### config.mk
export PLATFORM = sky130hd
export DESIGN_NAME = instruction_fetch_queue
export DESIGN_NICKNAME = d
export VERILOG_FILES = /design/src/rtl/fetch_pkg.sv /design/src/rtl/fifo_storage_ram.sv /design/src/rtl/instruction_fetch_queue.sv
export SDC_FILE = /design/constraint.sdc
export NUM_CORES = 1
export LEC_CHECK = 0
export ABC_CLOCK_PERIOD_IN_PS = 11340
export CORE_MARGIN = 1
export CORE_UTILIZATION = 60
export CTS_CLUSTER_SIZE = 16
export DETAILED_ROUTE_END_ITERATION = 10
export DONT_BUFFER_PORTS = 1
export GPL_TIMING_DRIVEN = 0
export PLACE_DENSITY = 0.76
export SKIP_LAST_GASP = 1
export SLEW_MARGIN = 20
export SYNTH_ARGS = -nofsm -noshare
export SYNTH_HDL_FRONTEND = slang
export SYNTH_SLANG_ARGS = --single-unit
### constraint.sdc
create_clock -name clock_i -period 11.34 [get_ports clock_i]
set_input_delay 3.402 -clock clock_i [delete_from_list [all_inputs] [get_ports clock_i]]
set_output_delay 3.402 -clock clock_i [all_outputs]
set_load 0.02 [all_outputs]
### src/rtl/fetch_pkg.sv
// Shared definitions for the instruction fetch queue: address field widths,
// queue sizing defaults and the packed entry stored for each fetched word.
package fetch_pkg;

   localparam int OFFSET_SIZE  = 5;
   localparam int INDEX_SIZE   = 8;
   localparam int ADDR_WIDTH   = 64;
   localparam int TAG_SIZE     = ADDR_WIDTH - (OFFSET_SIZE + INDEX_SIZE);
   localparam int INSTR_WIDTH  = 32;
   localparam int DEPTH_LOG2   = 3;
   localparam int SKID_ENTRIES = 2;

   // One queued instruction word together with the address it was fetched from.
   typedef struct packed {
      logic [INSTR_WIDTH-1:0] payload;
      logic [TAG_SIZE-1:0]    tag;
      logic [INDEX_SIZE-1:0]  index;
      logic [OFFSET_SIZE-1:0] offset;
   } fetchEntry_t;

   // Reassembles the full fetch address, tag in the most significant bits.
   function automatic logic [ADDR_WIDTH-1:0] entryAddress(input fetchEntry_t entry);
      return {entry.tag, entry.index, entry.offset};
   endfunction

endpackage

### src/rtl/fifo_storage_ram.sv
// Register-array storage for the fetch queue: one synchronous write port and
// one asynchronous read port so the head entry falls straight through.
module fifo_storage_ram #(
   parameter int dataWidth = 96,
   parameter int addrBits  = 3
) (
   input  logic                 i_clock,
   input  logic                 i_writeEn,
   input  logic [addrBits-1:0]  i_writeAddr,
   input  logic [dataWidth-1:0] i_writeData,
   input  logic [addrBits-1:0]  i_readAddr,
   output logic [dataWidth-1:0] o_readData
);

   logic [dataWidth-1:0] r_mem [2**addrBits];

   // Storage holds no reset; occupancy tracking in the parent decides what is valid.
   always_ff @(posedge i_clock) begin
      if (i_writeEn) begin
         r_mem[i_writeAddr] <= i_writeData;
      end
   end

   assign o_readData = r_mem[i_readAddr];

endmodule

### src/rtl/instruction_fetch_queue.sv
// Decoupling queue between the cacheline parser and the decoders. Words are
// captured with their fetch address, presented first-word-fall-through, and a
// registered stall is raised early enough that words already in flight fit.
module instruction_fetch_queue
   import fetch_pkg::*;
#(
   parameter int depthLog2   = DEPTH_LOG2,
   parameter int skidEntries = SKID_ENTRIES
) (
   input  logic                   clock_i,
   input  logic                   resetn_i,
   input  logic                   flushPipeline_i,
   input  logic                   enable_i,
   input  logic [INSTR_WIDTH-1:0] payload_i,
   input  logic [TAG_SIZE-1:0]    tag_i,
   input  logic [INDEX_SIZE-1:0]  index_i,
   input  logic [OFFSET_SIZE-1:0] offset_i,
   input  logic                   decodeReady_i,
   output logic                   valid_o,
   output logic [INSTR_WIDTH-1:0] instruction_o,
   output logic [ADDR_WIDTH-1:0]  address_o,
   output logic                   fetchUnitStall_o,
   output logic [depthLog2:0]     count_o,
   output logic                   overflow_o
);

   localparam int DEPTH_N = 1 << depthLog2;
   localparam int CNT_W   = depthLog2 + 1;
   localparam logic [CNT_W-1:0]     FULL_COUNT  = CNT_W'(DEPTH_N);
   localparam logic [CNT_W-1:0]     STALL_LEVEL = CNT_W'(DEPTH_N - skidEntries);
   localparam logic [CNT_W-1:0]     CNT_ONE     = CNT_W'(1);
   localparam logic [depthLog2-1:0] PTR_STEP    = depthLog2'(1);

   logic [depthLog2-1:0] r_wrPtr;
   logic [depthLog2-1:0] r_rdPtr;
   logic [CNT_W-1:0]     r_count;
   logic                 r_stall;
   logic                 r_overflow;

   logic                 w_valid;
   logic                 w_full;
   logic                 w_pop;
   logic                 w_push;
   logic                 w_drop;
   logic [CNT_W-1:0]     w_nextCount;
   fetchEntry_t          w_writeEntry;
   fetchEntry_t          w_headEntry;

   // A pop needs a valid head; a push at full is only accepted when the head leaves the same cycle.
   assign w_valid = (r_count != '0);
   assign w_full  = (r_count == FULL_COUNT);
   assign w_pop   = w_valid && decodeReady_i;
   assign w_push  = enable_i && (!w_full || w_pop);
   assign w_drop  = enable_i && w_full && !w_pop;

   assign w_writeEntry = '{payload: payload_i, tag: tag_i, index: index_i, offset: offset_i};

   // Occupancy after this edge, ignoring flush which is applied in the register block.
   always_comb begin
      w_nextCount = r_count;
      if (w_push && !w_pop) begin
         w_nextCount = r_count + CNT_ONE;
      end else if (!w_push && w_pop) begin
         w_nextCount = r_count - CNT_ONE;
      end
   end

   // Pointers and occupancy; flush discards everything and ignores the handshakes.
   always_ff @(posedge clock_i or negedge resetn_i) begin
      if (!resetn_i) begin
         r_wrPtr <= '0;
         r_rdPtr <= '0;
         r_count <= '0;
      end else if (flushPipeline_i) begin
         r_wrPtr <= '0;
         r_rdPtr <= '0;
         r_count <= '0;
      end else begin
         if (w_push) begin
            r_wrPtr <= r_wrPtr + PTR_STEP;
         end
         if (w_pop) begin
            r_rdPtr <= r_rdPtr + PTR_STEP;
         end
         r_count <= w_nextCount;
      end
   end

   // Stall goes high once fewer than skidEntries slots remain free; overflow is sticky until flush.
   always_ff @(posedge clock_i or negedge resetn_i) begin
      if (!resetn_i) begin
         r_stall    <= 1'b0;
         r_overflow <= 1'b0;
      end else if (flushPipeline_i) begin
         r_stall    <= 1'b0;
         r_overflow <= 1'b0;
      end else begin
         r_stall <= (w_nextCount > STALL_LEVEL);
         if (w_drop) begin
            r_overflow <= 1'b1;
         end
      end
   end

   fifo_storage_ram #(
      .dataWidth($bits(fetchEntry_t)),
      .addrBits (depthLog2)
   ) storage (
      .i_clock    (clock_i),
      .i_writeEn  (w_push && !flushPipeline_i),
      .i_writeAddr(r_wrPtr),
      .i_writeData(w_writeEntry),
      .i_readAddr (r_rdPtr),
      .o_readData (w_headEntry)
   );

   assign valid_o          = w_valid;
   assign instruction_o    = w_valid ? w_headEntry.payload : '0;
   assign address_o        = w_valid ? entryAddress(w_headEntry) : '0;
   assign fetchUnitStall_o = r_stall;
   assign count_o          = r_count;
   assign overflow_o       = r_overflow;

endmodule

**Yosys cells after proc, flatten, opt, wreduce, memory -nomap -nowiden**

Memory sizes are Yosys's and may differ from the RTL's.
Cells that the tools add are included.

- Add/sub/neg operators: 4
- Order comparisons: 1
- Equal/unequal tests: 1
- Mux-type cells: 14
- Reductions and logical operators: 16

Operators with widths:

| cell | number |
|---|---|
| 64-bit two-way mux | 1 |
| 32-bit two-way mux | 1 |
| 3-bit two-way mux | 4 |
| 4-bit two-way mux | 3 |
| 1-bit logical AND | 7 |
| 3-bit by 1-bit adder with 3-bit output, second input constant | 2 |
| 2-bit nonzero test | 3 |
| 1-bit two-way mux | 5 |
| 4-bit by 1-bit adder with 4-bit output, second input constant | 1 |
| 4-bit equality test, second input constant | 1 |
| 4-bit by 3-bit > comparator with 1-bit output, second input constant | 1 |
| 1-bit zero test | 4 |
| 4-bit nonzero test | 1 |
| 4-bit by 1-bit subtractor with 4-bit output, second input constant | 1 |
| 1-bit logical OR | 1 |

- Bits in registers: 12
- Bits in writable memories: 768
- Output and inout port bits: 103
- Logic and storage cells: 42
- Memories: 1

Memory list:

| name | words | bits a word | read ports | clocked after memory_dff | write ports | RTL line | RTL |
|---|---|---|---|---|---|---|---|
| storage.r_mem | 8 | 96 | 1 | 0 | 1 | fifo_storage_ram.sv:15 | `logic [dataWidth-1:0] r_mem [2**addrBits];` |

**Logic depth before layout (Yosys ltp)**

Gate-level depths: netlist of the first run.

- Depth in word-level cells: 10
- Depth in mapped cells: 9

**Hierarchy**

A second synthesis of the first run with hierarchy kept.

- Cells, all modules: 1,308
- Area, all modules: 30,262.8 µm²

Modules (own cells, without submodules):

| module | instances | cells an instance | area an instance (µm²) | seq. area each (µm²) |
|---|---|---|---|---|
| fifo_storage_ram | 1 | 1,123 | 28,884.0 | 23,062.1 |
| instruction_fetch_queue | 1 | 185 | 1,378.8 | 300.3 |

**Least setup slack after synthesis of the first run**

Ideal clock, no wire load.

- Kind: input to register
- From: input enable_i
- To: memory storage.r_mem[0][0] (enable)
- Setup time: 0.668 ns
- Data arrival time: 10.605 ns
- Slack: 0.067 ns
- Stages: 4
- Buffers on the path: 1
- Path through: buf_2 -> o21ai_1 -> or3_1 -> nor3_1

- Word-level cells in the longest chain between the ends: 4

Ends and longest elaborated chain:

| item | RTL line | RTL |
|---|---|---|
| start, declared | instruction_fetch_queue.sv:13 | `input logic enable_i,` |
| 1-bit logical AND | instruction_fetch_queue.sv:53 | `assign w_push = enable_i && (!w_full \|\| w_pop);` |
| 1-bit logical AND | instruction_fetch_queue.sv:110 | `.i_writeEn (w_push && !flushPipeline_i),` |
| 1-bit two-way mux | fifo_storage_ram.sv:19 | `if (i_writeEn) begin` |
| 1-bit two-way mux (not written as such) | fifo_storage_ram.sv:20 | `r_mem[i_writeAddr] <= i_writeData;` |
| end, declared | fifo_storage_ram.sv:15 |  |

No other way between the ends.

**Worst setup path after layout of the first run**

- From: register r_count[0], in the netlist count_o[0]
- To: output address_o[62]

- Word-level cells in the longest chain between the ends: 2

Ends and longest elaborated chain:

| item | RTL line | RTL |
|---|---|---|
| start, declared | instruction_fetch_queue.sv:36 | `logic [CNT_W-1:0] r_count;` |
| start signal, assigned | instruction_fetch_queue.sv:85 | `r_count <= w_nextCount;` |
| 4-bit nonzero test | instruction_fetch_queue.sv:50 | `assign w_valid = (r_count != '0);` |
| 64-bit two-way mux | instruction_fetch_queue.sv:119 | `assign address_o = w_valid ? entryAddress(w_headEntry) : '0;` |
| end, declared | instruction_fetch_queue.sv:21 | `output logic [ADDR_WIDTH-1:0] address_o,` |

No other way between the ends.

==> summary.txt, run 1 <==
Timing
  • Slew HR: 34.2%
  • Fmax: 0.152 GHz
  • Final Cycle Share: 58.1%
  • Fin crit period: 6.59 ns
  • Total count of hold-check failures in the final report: 0
  • Max-slew violations: 0
  • Slew @ Worst Pin: 0.986 ns
  • Post-Route Skew: 0.0171 ns
  • RSZ-0062 raised after global routing: false
  • Final Worst Setup Slack: 4.75 ns
  • Final setup viols: 0

Placed design
  • Hpwl dp: 38400 um
  • Dpl cells: 2039
  • DP Area: 31900 um^2
  • Gpl congestion: 0.756
  • PortBufs: 0
  • DP Worst Slack: 5.05 ns

Worst setup path
  • Startpoint types: register
  • CP max FO: 10
  • Worst EP required: 7.94 ns
  • CP Capture Type: output port
  • Critical-path cell list: inv_1 > ha_1 > nor3b_2 > buf_4 > clkbuf_1 > buf_2 > nor2_1
  • CP max stage delay: 0.56 ns
  • Worst Path Class, Setup: register to output port
  • WP data arrival: 3.19 ns
  • Slowest-stage cell, CP: clkbuf_1

GRT
  • Congestion Overflow GR: 0
  • Largest net degree at the start of global routing: 22
  • Via count of the first global-routing pass: 14278
  • First-pass GRT wire length: 92000 um
  • Initial antenna violation count: 0
  • Gr usage total: 25.4%

Route
  • WL met3: 5250 um
  • Iter 0 DRT Violations: 1507
  • Metal2 WL: 31100 um
  • Met1 wire length: 24900 um
  • Drt first pass iters: 5
  • Vias post-DR: 13757
  • DRC Markers: 0
  • Wire per inst: 28.6 um
  • Top Metal Used: met4
  • ANT nets after route: 0
  • Routed WL: 62400 um
  • Vias per cell: 6.31

Die
  • Num ports: 204
  • Initial core utilization: 61.0%
  • Core area: 49100 um^2
  • Placement row count: 81
  • Die area: 50800 um^2
  • Die span in y: 225 um
  • Die Wd: 225 um

Layout
  • Net count reported at finish: 1559
  • Commonest cells after routing, fill and taps aside: edfxtp_1, mux4_2, nor2_1
  • Final Instance Area: 34300 um^2
  • Finished Layout Cells: 2181
  • # diodes: 0
  • Share of layout cells above drive strength 1: 27.9%
  • P&R area growth vs syn: 14.8%
  • Commonest non-fill, non-tap cell in the layout: edfxtp_1
  • Post-route core utilization: 70.0%

Outcome
  • Status: completed

Clocking
  • Postcts setup bufs: 0
  • Post_cts resized: 0
  • Clock slew at reported path FFs: 0.06 ns
  • H-Tree Depth: 3
  • TritonCTS buffer count: 77
  • Hold_buf cts: 0
  • CTS tree: built
  • Worst skew pair latency: 0.62 ns
  • Max clock buf depth: 3
  • CTS sink count: 780
  • CTS root buf: clkbuf_16

Pwr
  • P_leak: 0.0106 uW
  • Peak VDD IR: 0.192 mV
  • Final Power: 7330 uW
  • Power per cell area: 213 nW/um^2

Synthesis
  • Synth unique cells: 36
  • Post-synth EDFFs: 768
  • Mapped Area: 29900 um^2
  • Synth warnings: 0
  • Seq/Total Area, Yosys: 78.1%
  • FFs w/ async S/R, synth: 1.54%
  • Syn_nets: 1416
  • Top_reg_cell synth: edfxtp_1
  • Post-synthesis register bit count: 780
  • Syn avg cell area: 22.8 um^2
  • Synth Instances: 1311

Min path
  • HP Class: register to register

Flow run
  • Maximum Capacitance Violations: 0
==> routing by layer <==
metal	GRT usage, %	vias up
li1	-	5759
met1	35.3	7375
met2	40.5	552
met3	6.47	71
met4	7.68	0
met5	0	-
==> synthesized netlist by cell type, types with 2 or more instances <==
master	instances	area, um^2
nand2_1	9	33.8
edfxtp_1	768	23100
a21oi_1	3	15.0
xnor2_1	3	26.3
ha_1	4	50.1
nand2b_1	3	18.8
inv_1	5	18.8
buf_1	3	11.3
mux2i_1	98	981
buf_6	20	225
nor3b_1	3	22.5
o21ai_0	2	10.0
mux4_2	192	4320
nand3_1	2	10.0
buf_2	31	155
clkbuf_1	13	48.8
nor3_1	3	15.0
o21ai_1	2	10.0
nor2b_1	2	12.5
xor2_1	3	26.3
nor2_1	116	435
dfrtp_1	12	300
==> stage by stage <==
stage	hold WS [ns]	setup TNS, ns
5_1_grt	0.689	0
2_1_floorplan	0.546	0
4_1_cts	0.652	0
3_5_place_dp	0.617	0
6_report	0.643	0
3_3_place_gp	0.565	-2034.17
==> critical path, delay by kind of cell (launching register included) <==
kind / cells / cell delay, ns
adders and majority gates: 1 / 0.27
DFF: 1 / 0.49
buffers and inverters: 4 / 1.39
and+or+nand+nor: 2 / 0.41
==> kinds of logic (layout without fill, tap and decap cells) <==
kind of cell,Yosys count,after routing,share of synthesized area (%)
DFF,780,780,78.1
muxes,290,290,17.7
and+or+nand+nor,144,144,1.99
buffers and inverters,74,280,1.57
AOI/OAI and AO/OA,13,13,0.301
xor gates and xnor gates,6,6,0.176
adders and majority gates,4,4,0.167
==> final timing paths <==
kind	start	end	cells past startpoint	slack, ns
min	r_wrPtr[0]	r_wrPtr[0]	2	0.64
max in group asynchronous	resetn_i	r_wrPtr[0]	0	8.78
max	count_o[0]	address_o[62]	7	4.75
min reg2reg	r_wrPtr[0]	r_wrPtr[0]	2	0.64
min in group asynchronous	resetn_i	overflow_o	0	2.49
max reg2reg	count_o[1]	storage.r_mem[1][49]	12	7.53
==> registers in the layout, summed over array words and instances, names as in the netlist <==
name	flops
count_o	4
r_rdPtr	3
fetchUnitStall_o	1
overflow_o	1
storage.r_mem	768
r_wrPtr	3
==> power by group <==
part / internal, uW / switching (uW)
Combinational: 623 / 992
Clock: 1410 / 1040
Sequential: 3230 / 32.8
==> area by class of cell <==
| cell class | instances | area [um^2] |
|---|---|---|
| sequential | 780 | 23400 |
| fill | 2920 | 14700 |
| multi-input combinational | 457 | 6150 |
| clock buffer | 99 | 2070 |
| timing repair buffer | 64 | 1110 |
| tap | 664 | 831 |
| buffer | 68 | 448 |
| clock inverter | 43 | 348 |
| inverter | 6 | 22.5 |
Note: power is estimated with default switching activity, not from simulation.
==> run 2, diff against run 1 <==
--- a/config.mk
+++ b/config.mk
@@ -5,14 +5,14 @@
 export SDC_FILE = /design/constraint.sdc
 export NUM_CORES = 1
 export LEC_CHECK = 0
-export ABC_CLOCK_PERIOD_IN_PS = 11340
+export ABC_CLOCK_PERIOD_IN_PS = 5400
 export CORE_MARGIN = 1
-export CORE_UTILIZATION = 60
+export CORE_UTILIZATION = 57
 export CTS_CLUSTER_SIZE = 16
 export DETAILED_ROUTE_END_ITERATION = 10
 export DONT_BUFFER_PORTS = 1
 export GPL_TIMING_DRIVEN = 0
-export PLACE_DENSITY = 0.76
+export PLACE_DENSITY = 0.75
 export SKIP_LAST_GASP = 1
 export SLEW_MARGIN = 20
 export SYNTH_ARGS = -nofsm -noshare
==> constraint.sdc (replaced) <==
create_clock -name clock_i -period 5.4 [get_ports clock_i]
set_input_delay 1.62 -clock clock_i [delete_from_list [all_inputs] [get_ports clock_i]]
set_output_delay 1.62 -clock clock_i [all_outputs]
set_load 0.02 [all_outputs]
==> summary.txt, run 2 (synthesized netlist as in run 1, its figures left out) <==
Timing
  • Total count of hold-check failures in the final report: 0 (unchanged)
  • TNS Setup: 0 ns (unchanged)
  • Final setup viols: 0 (unchanged)
  • Final Worst Setup Slack: 0.422 ns (-4.33 ns)
  • Fin crit period: 4.98 ns
  • Post-Route Skew: 0.0112 ns (-0.00585 ns)
  • Final Cycle Share: 92.2%
  • RSZ-0062 raised after global routing: false
  • Slew HR: 37.4% (+3.2 points)
  • Fmax: 0.201 GHz
  • Slew @ Worst Pin: 0.939 ns (-0.0473 ns)
  • Max-slew violations: 0 (unchanged)

Worst setup path
  • Startpoint types: register
  • CP Capture Type: output port
  • Setup crit start: count_o[1]
  • Worst EP required: 3.78 ns (-4.16 ns)
  • WP depth: 7 (unchanged)
  • Critical-path cell list: inv_1 > ha_1 > nor3b_2 > buf_4 > clkbuf_1 > buf_2 > nor2_1
  • RR Startpoint: count_o[1]
  • CP max stage delay: 0.61 ns (+0.05 ns)
  • CP max FO: 10 (unchanged)
  • Number of cells on the worst reg-to-reg path: 10 (-2)
  • WP data arrival: 3.36 ns (+0.17 ns)
  • Slowest-stage cell, CP: clkbuf_1
  • Crit path buf inv count: 4 (unchanged)
  • Worst Path Class, Setup: register to output port
  • CP top delay family: buffers and inverters

Layout
  • Share of layout cells above drive strength 1: 27.5% (-0.43 points)
  • # diodes: 0 (unchanged)
  • Commonest cells after routing, fill and taps aside: edfxtp_1, mux4_2, nor2_1
  • P&R area growth vs syn: 14.9%
  • Commonest non-fill, non-tap cell in the layout: edfxtp_1
  • Largest Register: storage.r_mem
  • Largest register FFs: 768 (unchanged)
  • Net count reported at finish: 1542 (-1.1%)

Clocking
  • CTS sink count: 780 (unchanged)
  • Post_cts resized: 0 (unchanged)
  • Hold_buf cts: 0 (unchanged)
  • Clock slew at reported path FFs: 0.06 ns (about the same)
  • Postcts setup bufs: 0 (unchanged)
  • CTS tree: built
  • H-Tree Depth: 3 (unchanged)
  • Max clock buf depth: 3 (unchanged)
  • CTS root buf: clkbuf_16
  • Worst skew pair latency: 0.61 ns (about the same)
  • TritonCTS buffer count: 76 (-1.3%)

GRT
  • Gr usage total: 23.7% (-1.7 points)
  • First-pass GRT wire length: 90800 um (-1.3%)
  • Initial antenna violation count: 0 (unchanged)
  • Largest net degree at the start of global routing: 22 (unchanged)
  • Via count of the first global-routing pass: 14362 (+0.59%)
  • Congestion Overflow GR: 0 (unchanged)

Route
  • Vias per cell: 6.14 (-2.7%)
  • Wire per inst: 28.0 um (-2.0%)
  • Vias post-DR: 13359 (-2.9%)
  • Iter 0 DRT Violations: 1174 (-22%)
  • DRC Markers: 0 (unchanged)
  • ANT nets after route: 0 (unchanged)
  • Routed WL: 61000 um (-2.2%)
  • Drt first pass iters: 5 (unchanged)

Placed design
  • PortBufs: 0 (unchanged)
  • Hpwl dp: 37300 um (-2.8%)
  • DP Worst Slack: 1.06 ns (-3.99 ns)
  • Gpl congestion: 0.740 (-2.1%)

Pwr
  • Peak VDD IR: 0.367 mV (+92%)
  • Power per cell area: 456 nW/um^2 (+110%)
  • P_leak: 0.0106 uW (-0.30%)

Die
  • Initial core utilization: 58.0% (-3.0 points)
  • Die area: 53400 um^2 (+5.2%)
  • Die Wd: 231 um (+2.6%)
  • Num ports: 204 (unchanged)
  • Placement row count: 83 (+2.5%)
  • Die span in y: 231 um (+2.6%)
  • Core area: 51600 um^2 (+5.2%)

Min path
  • HP Class: register to register
  • Hold_sp: r_wrPtr[0]
  • Cells on Worst Hold Path: 2 (unchanged)

Flow run
  • Maximum Capacitance Violations: 0 (unchanged)

Outcome
  • Status: completed
-- run 2: routing by layer --
metal | vias to the layer above | routed length (um) | global-route usage, %
li1 | 5707 | - | -
met1 | 7096 | 23700 | 30.9
met2 | 493 | 31000 | 39.1
met3 | 63 | 5330 | 7.09
met4 | 0 | 1000 | 6.52
met5 | - | 0 | 0
-- run 2: area by class of cell --
| class | count | area, um^2 |
|---|---|---|
| Buffer | 68 | 448 |
| Sequential cell | 780 | 23400 |
| Timing Repair Buffer | 48 | 957 |
| Clock inverter | 36 | 449 |
| Multi-Input combinational cell | 457 | 6160 |
| Tap cell | 680 | 851 |
| Inverter | 6 | 22.5 |
| Fill cell | 3204 | 17200 |
| Clock buffer | 102 | 2130 |
-- run 2: tightest hold or removal path, stage by stage (launching register included) --
cell,delay (ns)
dfrtp_1,0.40
xor2_1,0.09
nor2_1,0.08
-- run 2: path summary, 6_finish.rpt --
kind	slack (ns)	to
min reg2reg	0.60	r_wrPtr[0]
max reg2reg	2.04	storage.r_mem[0][41]
max	0.42	address_o[61]
min	0.60	r_wrPtr[0]
min in group asynchronous	0.70	count_o[1]
max in group asynchronous	4.62	count_o[2]
-- run 2: through the flow --
stage | util [%] | instances | hold WS (ns) | instance area (um^2) | power [uW]
2_1_floorplan | - | 1311 | 0.546 | 30000 | 9630
3_3_place_gp | 59.7 | 1991 | 0.568 | 30800 | 10400
3_5_place_dp | 61.6 | 2039 | 0.592 | 31800 | 10400
4_1_cts | 66.6 | 2177 | 0.607 | 34400 | 15800
5_1_grt | 66.6 | 2177 | 0.629 | 34400 | 16200
6_report | 66.6 | 2177 | 0.601 | 34400 | 15700
-- run 2: where the power goes --
part,switching (uW),internal [uW]
Sequential,73.2,6790
Combinational,2070,1310
Clock,2140,3290
==> run 3, diff against run 2 <==
==> constraint.sdc (replaced) <==
create_clock -name clock_i -period 5.4 [get_ports clock_i]
set_input_delay 1.62 -clock clock_i [delete_from_list [all_inputs] [get_ports clock_i]]
set_output_delay 1.62 -clock clock_i [all_outputs]
set_load 0.01 [all_outputs]
==> results of run 3 <==
Same layout as run 2 (identical final DEF). Status: completed.
Among the figures that moved: setup slack after placement 1.06 ns -> 1.16 ns; setup slack after layout 0.422 ns -> 0.510 ns; register-to-register setup slack 2.04 ns -> 2.11 ns; total power 15700 uW -> 15300 uW; worst IR drop on VDD 0.367 mV -> 0.359 mV
